<file path="config.mk">
export PLATFORM = sky130hd
export DESIGN_NAME = bscan_byte_port
export DESIGN_NICKNAME = d
export VERILOG_FILES = /design/src/rtl/bscan_pkg.sv /design/src/rtl/bscan_byte_fifo.sv /design/src/rtl/bscan_byte_port.sv
export SDC_FILE = /design/constraint.sdc
export NUM_CORES = 1
export LEC_CHECK = 0
export BUFFER_PORTS_ARGS = -buffer_cell sky130_fd_sc_hd__clkbuf_2
export CAP_MARGIN = 20
export CORE_ASPECT_RATIO = 0.5
export CORE_MARGIN = 2
export CORE_UTILIZATION = 51
export CTS_CLUSTER_DIAMETER = 50
export DETAILED_ROUTE_END_ITERATION = 10
export PLACE_DENSITY = 0.78
export SKIP_LAST_GASP = 1
export SLEW_MARGIN = 20
export SYNTH_ARGS = -nofsm -noshare
export SYNTH_HDL_FRONTEND = slang
export SYNTH_HIERARCHICAL = 1
export SYNTH_SLANG_ARGS = --single-unit
</file>
<file path="constraint.sdc">
create_clock -name tck -period 1.7 [get_ports tck]
set_input_delay 0 -clock tck [delete_from_list [all_inputs] [get_ports tck]]
set_output_delay 0 -clock tck [all_outputs]
set_load 0.02 [all_outputs]
</file>
<file path="src/rtl/bscan_pkg.sv">
`default_nettype none
// ============================================================================
// Module      : bscan_pkg
// Description : Shared constants, TAP-signal bundle and DR-operation decode
//               for the boundary-scan byte port.
// Revision    : 1.0  initial release
// ============================================================================
package bscan_pkg;

    localparam int BYTE_WIDTH           = 8;
    localparam int DEFAULT_RESULT_WIDTH = 16;
    localparam int DR_OP_W              = 3;

    typedef struct packed {
        logic test_logic_reset;
        logic ir_is_user;
        logic capture_dr;
        logic shift_dr;
        logic update_dr;
    } tap_sig_t;

    typedef enum logic [DR_OP_W-1:0] {
        DR_IDLE    = 3'd0,
        DR_RESET   = 3'd1,
        DR_CAPTURE = 3'd2,
        DR_SHIFT   = 3'd3,
        DR_UPDATE  = 3'd4
    } dr_op_e;

    function automatic logic tap_active(input tap_sig_t tap);
        return tap.ir_is_user && !tap.test_logic_reset;
    endfunction

    // TAP reset dominates; capture beats shift beats update if a host ever overlaps them.
    function automatic dr_op_e decode_dr_op(input tap_sig_t tap);
        dr_op_e op;
        op = DR_IDLE;
        if (tap.test_logic_reset) begin
            op = DR_RESET;
        end else if (tap_active(tap)) begin
            if (tap.capture_dr) begin
                op = DR_CAPTURE;
            end else if (tap.shift_dr) begin
                op = DR_SHIFT;
            end else if (tap.update_dr) begin
                op = DR_UPDATE;
            end
        end
        return op;
    endfunction

endpackage
`default_nettype wire

</file>
<file path="src/rtl/bscan_byte_fifo.sv">
`default_nettype none
// ============================================================================
// Module      : bscan_byte_fifo
// Description : Synchronous received-byte FIFO on tck; a pop in the same
//               cycle as a push into a full FIFO frees the slot for it.
// Revision    : 1.0  initial release
// ============================================================================
module bscan_byte_fifo
    import bscan_pkg::*;
#(
    parameter int DEPTH = 4,
    parameter int WIDTH = BYTE_WIDTH
) (
    input  logic             tck,
    input  logic             rst_n,
    input  logic             push,
    input  logic [WIDTH-1:0] push_data,
    input  logic             pop,
    output logic [WIDTH-1:0] pop_data,
    output logic             full,
    output logic             empty
);

    localparam int AW = $clog2(DEPTH);

    logic [WIDTH-1:0] mem_q [DEPTH];
    logic [WIDTH-1:0] mem_d [DEPTH];
    logic [AW:0]      wr_ptr_q, wr_ptr_d;
    logic [AW:0]      rd_ptr_q, rd_ptr_d;
    logic             w_do_push;
    logic             w_do_pop;

    // Pointers carry one wrap bit so full and empty are distinguishable.
    assign empty    = (wr_ptr_q == rd_ptr_q);
    assign full     = (wr_ptr_q[AW] != rd_ptr_q[AW]) &&
                      (wr_ptr_q[AW-1:0] == rd_ptr_q[AW-1:0]);
    assign pop_data = mem_q[rd_ptr_q[AW-1:0]];

    assign w_do_pop  = pop && !empty;
    assign w_do_push = push && (!full || w_do_pop);

    always_comb begin
        mem_d    = mem_q;
        wr_ptr_d = wr_ptr_q;
        rd_ptr_d = rd_ptr_q;
        if (w_do_push) begin
            mem_d[wr_ptr_q[AW-1:0]] = push_data;
            wr_ptr_d                = wr_ptr_q + (AW+1)'(1);
        end
        if (w_do_pop) begin
            rd_ptr_d = rd_ptr_q + (AW+1)'(1);
        end
    end

    always_ff @(posedge tck) begin
        if (!rst_n) begin
            mem_q    <= '{default: '0};
            wr_ptr_q <= '0;
            rd_ptr_q <= '0;
        end else begin
            mem_q    <= mem_d;
            wr_ptr_q <= wr_ptr_d;
            rd_ptr_q <= rd_ptr_d;
        end
    end

endmodule
`default_nettype wire

</file>
<file path="src/rtl/bscan_byte_port.sv">
`default_nettype none
// ============================================================================
// Module      : bscan_byte_port
// Description : User DR behind a BSCAN primitive: 8-bit scans deliver a byte
//               on a valid/ready stream, wider scans read back result_data.
//               Define BSCAN_BYTE_FIFO_EN for a FIFO_DEPTH-entry receive FIFO;
//               otherwise a single holding register buffers one byte.
// Revision    : 1.0  initial release
// ============================================================================
module bscan_byte_port
    import bscan_pkg::*;
#(
    parameter int RESULT_WIDTH = DEFAULT_RESULT_WIDTH,
    parameter int FIFO_DEPTH   = 4
) (
    input  logic                    tck,
    input  logic                    rst_n,
    input  logic                    tdi,
    input  logic                    test_logic_reset,
    input  logic                    run_test_idle,
    input  logic                    ir_is_user,
    input  logic                    capture_dr,
    input  logic                    shift_dr,
    input  logic                    update_dr,
    output logic                    tdo,
    output logic [BYTE_WIDTH-1:0]   rx_data,
    output logic                    rx_valid,
    input  logic                    rx_ready,
    input  logic [RESULT_WIDTH-1:0] result_data,
    input  logic                    result_valid,
    output logic                    rx_overflow
);

    localparam int                CNT_W      = $clog2(RESULT_WIDTH + 1);
    localparam logic [CNT_W-1:0]  C_CNT_MAX  = CNT_W'(RESULT_WIDTH);
    localparam logic [CNT_W-1:0]  C_CNT_BYTE = CNT_W'(BYTE_WIDTH);

    logic [RESULT_WIDTH-1:0] sr_q, sr_d;
    logic [CNT_W-1:0]        cnt_q, cnt_d;
    logic                    overflow_q, overflow_d;

    tap_sig_t                w_tap;
    dr_op_e                  w_dr_op;
    logic                    w_push;
    logic [BYTE_WIDTH-1:0]   w_push_byte;
    logic                    w_pop;
    logic                    w_buf_valid;
    logic                    w_buf_full;
    logic [BYTE_WIDTH-1:0]   w_buf_data;
    logic                    w_unused_rti;

    assign w_unused_rti = run_test_idle;

    assign w_tap = '{
        test_logic_reset: test_logic_reset,
        ir_is_user:       ir_is_user,
        capture_dr:       capture_dr,
        shift_dr:         shift_dr,
        update_dr:        update_dr
    };
    assign w_dr_op = decode_dr_op(w_tap);

    // After exactly eight shifts the scanned byte sits in the top bits, LSB lowest.
    assign w_push_byte = sr_q[RESULT_WIDTH-1 -: BYTE_WIDTH];

    always_comb begin
        sr_d   = sr_q;
        cnt_d  = cnt_q;
        w_push = 1'b0;
        case (w_dr_op)
            DR_RESET: begin
                sr_d  = '0;
                cnt_d = '0;
            end
            DR_CAPTURE: begin
                sr_d  = result_valid ? result_data : '0;
                cnt_d = '0;
            end
            DR_SHIFT: begin
                sr_d = {tdi, sr_q[RESULT_WIDTH-1:1]};
                if (cnt_q != C_CNT_MAX) begin
                    cnt_d = cnt_q + CNT_W'(1);
                end
            end
            DR_UPDATE: begin
                w_push = (cnt_q == C_CNT_BYTE);
            end
            default: begin
            end
        endcase
    end

    assign w_pop      = w_buf_valid && rx_ready;
    assign overflow_d = overflow_q | (w_push && w_buf_full && !w_pop);

`ifdef BSCAN_BYTE_FIFO_EN
    logic w_fifo_empty;

    bscan_byte_fifo #(
        .DEPTH (FIFO_DEPTH),
        .WIDTH (BYTE_WIDTH)
    ) u_rx_fifo (
        .tck       (tck),
        .rst_n     (rst_n),
        .push      (w_push),
        .push_data (w_push_byte),
        .pop       (w_pop),
        .pop_data  (w_buf_data),
        .full      (w_buf_full),
        .empty     (w_fifo_empty)
    );

    assign w_buf_valid = !w_fifo_empty;
`else
    localparam int C_UNUSED_FIFO_DEPTH = FIFO_DEPTH;

    logic                  hold_valid_q, hold_valid_d;
    logic [BYTE_WIDTH-1:0] hold_data_q, hold_data_d;

    always_comb begin
        hold_valid_d = hold_valid_q;
        hold_data_d  = hold_data_q;
        if (w_pop) begin
            hold_valid_d = 1'b0;
        end
        if (w_push && (!hold_valid_q || w_pop)) begin
            hold_valid_d = 1'b1;
            hold_data_d  = w_push_byte;
        end
    end

    always_ff @(posedge tck) begin
        if (!rst_n) begin
            hold_valid_q <= 1'b0;
            hold_data_q  <= '0;
        end else begin
            hold_valid_q <= hold_valid_d;
            hold_data_q  <= hold_data_d;
        end
    end

    assign w_buf_valid = hold_valid_q;
    assign w_buf_full  = hold_valid_q;
    assign w_buf_data  = hold_data_q;
`endif

    always_ff @(posedge tck) begin
        if (!rst_n) begin
            sr_q       <= '0;
            cnt_q      <= '0;
            overflow_q <= 1'b0;
        end else begin
            sr_q       <= sr_d;
            cnt_q      <= cnt_d;
            overflow_q <= overflow_d;
        end
    end

    assign tdo         = sr_q[0];
    assign rx_valid    = w_buf_valid;
    assign rx_data     = w_buf_valid ? w_buf_data : '0;
    assign rx_overflow = overflow_q;

endmodule
`default_nettype wire

</file>
==> impl_metrics.yaml <==
clock_network:
  cts-root-buf: "clkbuf_8"
  clkSinkCount: 31
  clk_latency_ns: 0.28
  post_cts_buffers: 0
  cts_buffers: 5
  cts_tree: "done"
  path_clk_slew_ns: 0.06
  cts_htree_levels: 2
  clockBufferDepth: 2
power_and_ir_drop:
  finalPower_mw: 1.50
  p_per_area_mw_per_mm2: 831
  ir_drop_mv: 0.557
  p_leak_nw: 0.666
worst_setup_path:
  slowest_stage: "and4_2"
  path_max_fanout: 8
  end_kind: "flip-flop"
  crit_chain: "inv_1, ha_1, and4bb_1, and4_2, mux2i_1"
  worst-setup-path-type: "reg2reg"
  critPathLaunchType: "flip-flop"
  arrival_ns: 1.77
  slowest_delay_ns: 0.42
  worstRegToRegCells: 5
  crit_required_ns: 1.91
synth:
  yosysUniqueCellTypes: 32
  ys_async_sr_fraction: 0
  synth_warnings: 6
  yosysSeqAreaShare: 0.432
  ys.flop_type: "dfxtp_1"
  synth-edff-count: 0
  syn_nets: 192
  synthCells: 163
  avgSynthCellArea_sq_um: 8.82
  ys_ff_latch: 31
  syn_area_sq_mm: 0.00144
routing:
  first_iter_violations: 130
  ant_nets: 0
  drt_wl_total_mm: 3.34
  route.detailed.drc: 0
  dr.pass1.iters: 4
  routed_via_density: 5.62
  wire_per_inst_um: 13.7
  num_vias: 1372
sta:
  skew_ns: 0.00259
  finalHoldWorstSlack_ns: -0.00649
  post-route-min-period_ns: 1.56
  setup_viol: 0
  tns_ns: 0
  final-max-slew-violation-count: 0
  fmax_mhz: 643
  hold_violations: 3
  rsz0062_at_grt: "false"
  final.period_utilization: 0.915
  tightest_slew_ns: 0.614
  slew_headroom: 0.590
die:
  core-area_sq_mm: 0.00264
  io_pins: 38
  dieArea_sq_mm: 0.00329
  row_count: 13
  die_h_um: 41.5
  start_util: 0.546
  die_w_um: 79.1
final_layout:
  final_cells: 244
  drive_gt1_frac: 0.251
  fin_nets: 235
  syn2layout_area_growth_pct: 25.2
  fillers: 232
  n_antenna_cell: 0
  final_util: 0.683
outcome:
  violations: "negative hold slack"
  status: "finished, violations left"
run:
  maxCapViolCount: 0
global_routing:
  track_usage: 0.217
  gr-total-overflow: 0
  grt_max_degree: 21
  antenna_found_initial: 0
  grt_pass1_vias: 1261
  grt_pass1_wl_mm: 5.62
hold_path:
  hold_depth: 3
  hp-class: "in2reg"
placement:
  place_inst: 230
  numPortBuffers: 36
  globalplace.congestion: 0.756
  hpwl_mm: 2.16
report_power, final:
group          internal [mW]  switching [mW]  leakage (nW)
Clock                  0.369           0.271        0.0515
Combinational         0.0528          0.0649         0.364
Sequential             0.733         0.00456         0.250
Total                   1.15           0.341         0.666
final cells by class:
class	instances	area [sq um]	area share
inverters	5	18.8	0.0104
well taps	37	46.3	0.0257
multi-input cells	115	729	0.405
clock buffers	8	100	0.0556
repair buffers	48	285	0.158
flip-flops and latches	31	621	0.345
through the flow:
step / instance area, sq um / hold slack [ns] / worst slack (ns)
6_report: 1800 / -0.00649 / 0.144
5_1_grt: 1800 / 0.00594 / 0.0376
4_1_cts: 1800 / 0.00115 / 0.0141
3_5_place_dp: 1640 / 0.281 / 0.0390
3_3_place_gp: 1640 / 0.269 / 0.109
2_1_floorplan: 1440 / 0.172 / 0.310
kinds of logic after synthesis:
kind of cell	synth area share
AND/OR/NAND/NOR	0.225
adder cells (fa/ha/maj)	0.0174
AO/OA/AOI/OAI	0.209
flip-flops	0.432
multiplexers	0.0557
buffers and inverters	0.0618
repair_timing:
action	4_1_cts	5_1_grt
hold endpoints to repair	6	0
gates resized for setup	0	1
hold buffers	6	0
endpoints found under the setup margin	0	8
cell usage after synthesis (2+ instances only):
| master | instances | area [sq um] |
|---|---|---|
| mux2i_1 | 8 | 80.1 |
| nand2_1 | 23 | 86.3 |
| buf_6 | 2 | 22.5 |
| nand3_1 | 19 | 95.1 |
| a22oi_1 | 17 | 128 |
| clkbuf_1 | 4 | 15.0 |
| ha_1 | 2 | 25.0 |
| dfxtp_1 | 31 | 621 |
| buf_2 | 5 | 25.0 |
| a41oi_1 | 2 | 17.5 |
| a311oi_1 | 2 | 17.5 |
| and2_1 | 8 | 50.1 |
| a21oi_1 | 18 | 90.1 |
| inv_1 | 4 | 15.0 |
sequential cells by signal (all words and copies together), names as in the netlist:
register	cells
sr_q	16
hold_data_q	8
cnt_q	5
rx_overflow	1
rx_valid	1
worst max-delay path, delay by kind of cell, from the launching register on:
kind | cells | cell delay, ns
simple gates | 2 | 0.67
fa+ha+maj | 1 | 0.18
flops | 1 | 0.35
mux | 1 | 0.21
buf+inv | 1 | 0.07
final timing paths:
kind	slack [ns]	to	startpoint
hold reg to reg	0.45	hold_data_q[5]	hold_data_q[5]
setup reg to reg	0.14	hold_data_q[7]	cnt_q[0]
hold / removal	-0.006	sr_q[0]	result_data[0]
setup / recovery	0.14	hold_data_q[7]	cnt_q[0]
metal layers:
layer / up-vias / global-route usage / wire length [um]
met5: - / 0 / 0
met4: 0 / 0.0897 / 40
met3: 5 / 0.0609 / 256
met2: 51 / 0.351 / 1560
met1: 632 / 0.277 / 1480
li1: 684 / - / -
cell usage in the layout, fill, tap and decap left out, types with 2 or more instances in the layout:
master,synthesis,routed
a41oi_1,2,2
a22oi_1,17,17
inv_1,4,4
ha_1,2,2
mux2i_1,8,8
clkbuf_2,0,36
nand2_1,23,23
a311oi_1,2,2
and2_1,8,8
dlygate4sd3_1,0,6
clkbuf_8,0,7
nand3_1,19,19
dfxtp_1,31,31
a21oi_1,18,18
buf_4,1,6
No activity file was read; power rests on OpenSTA's default activity.
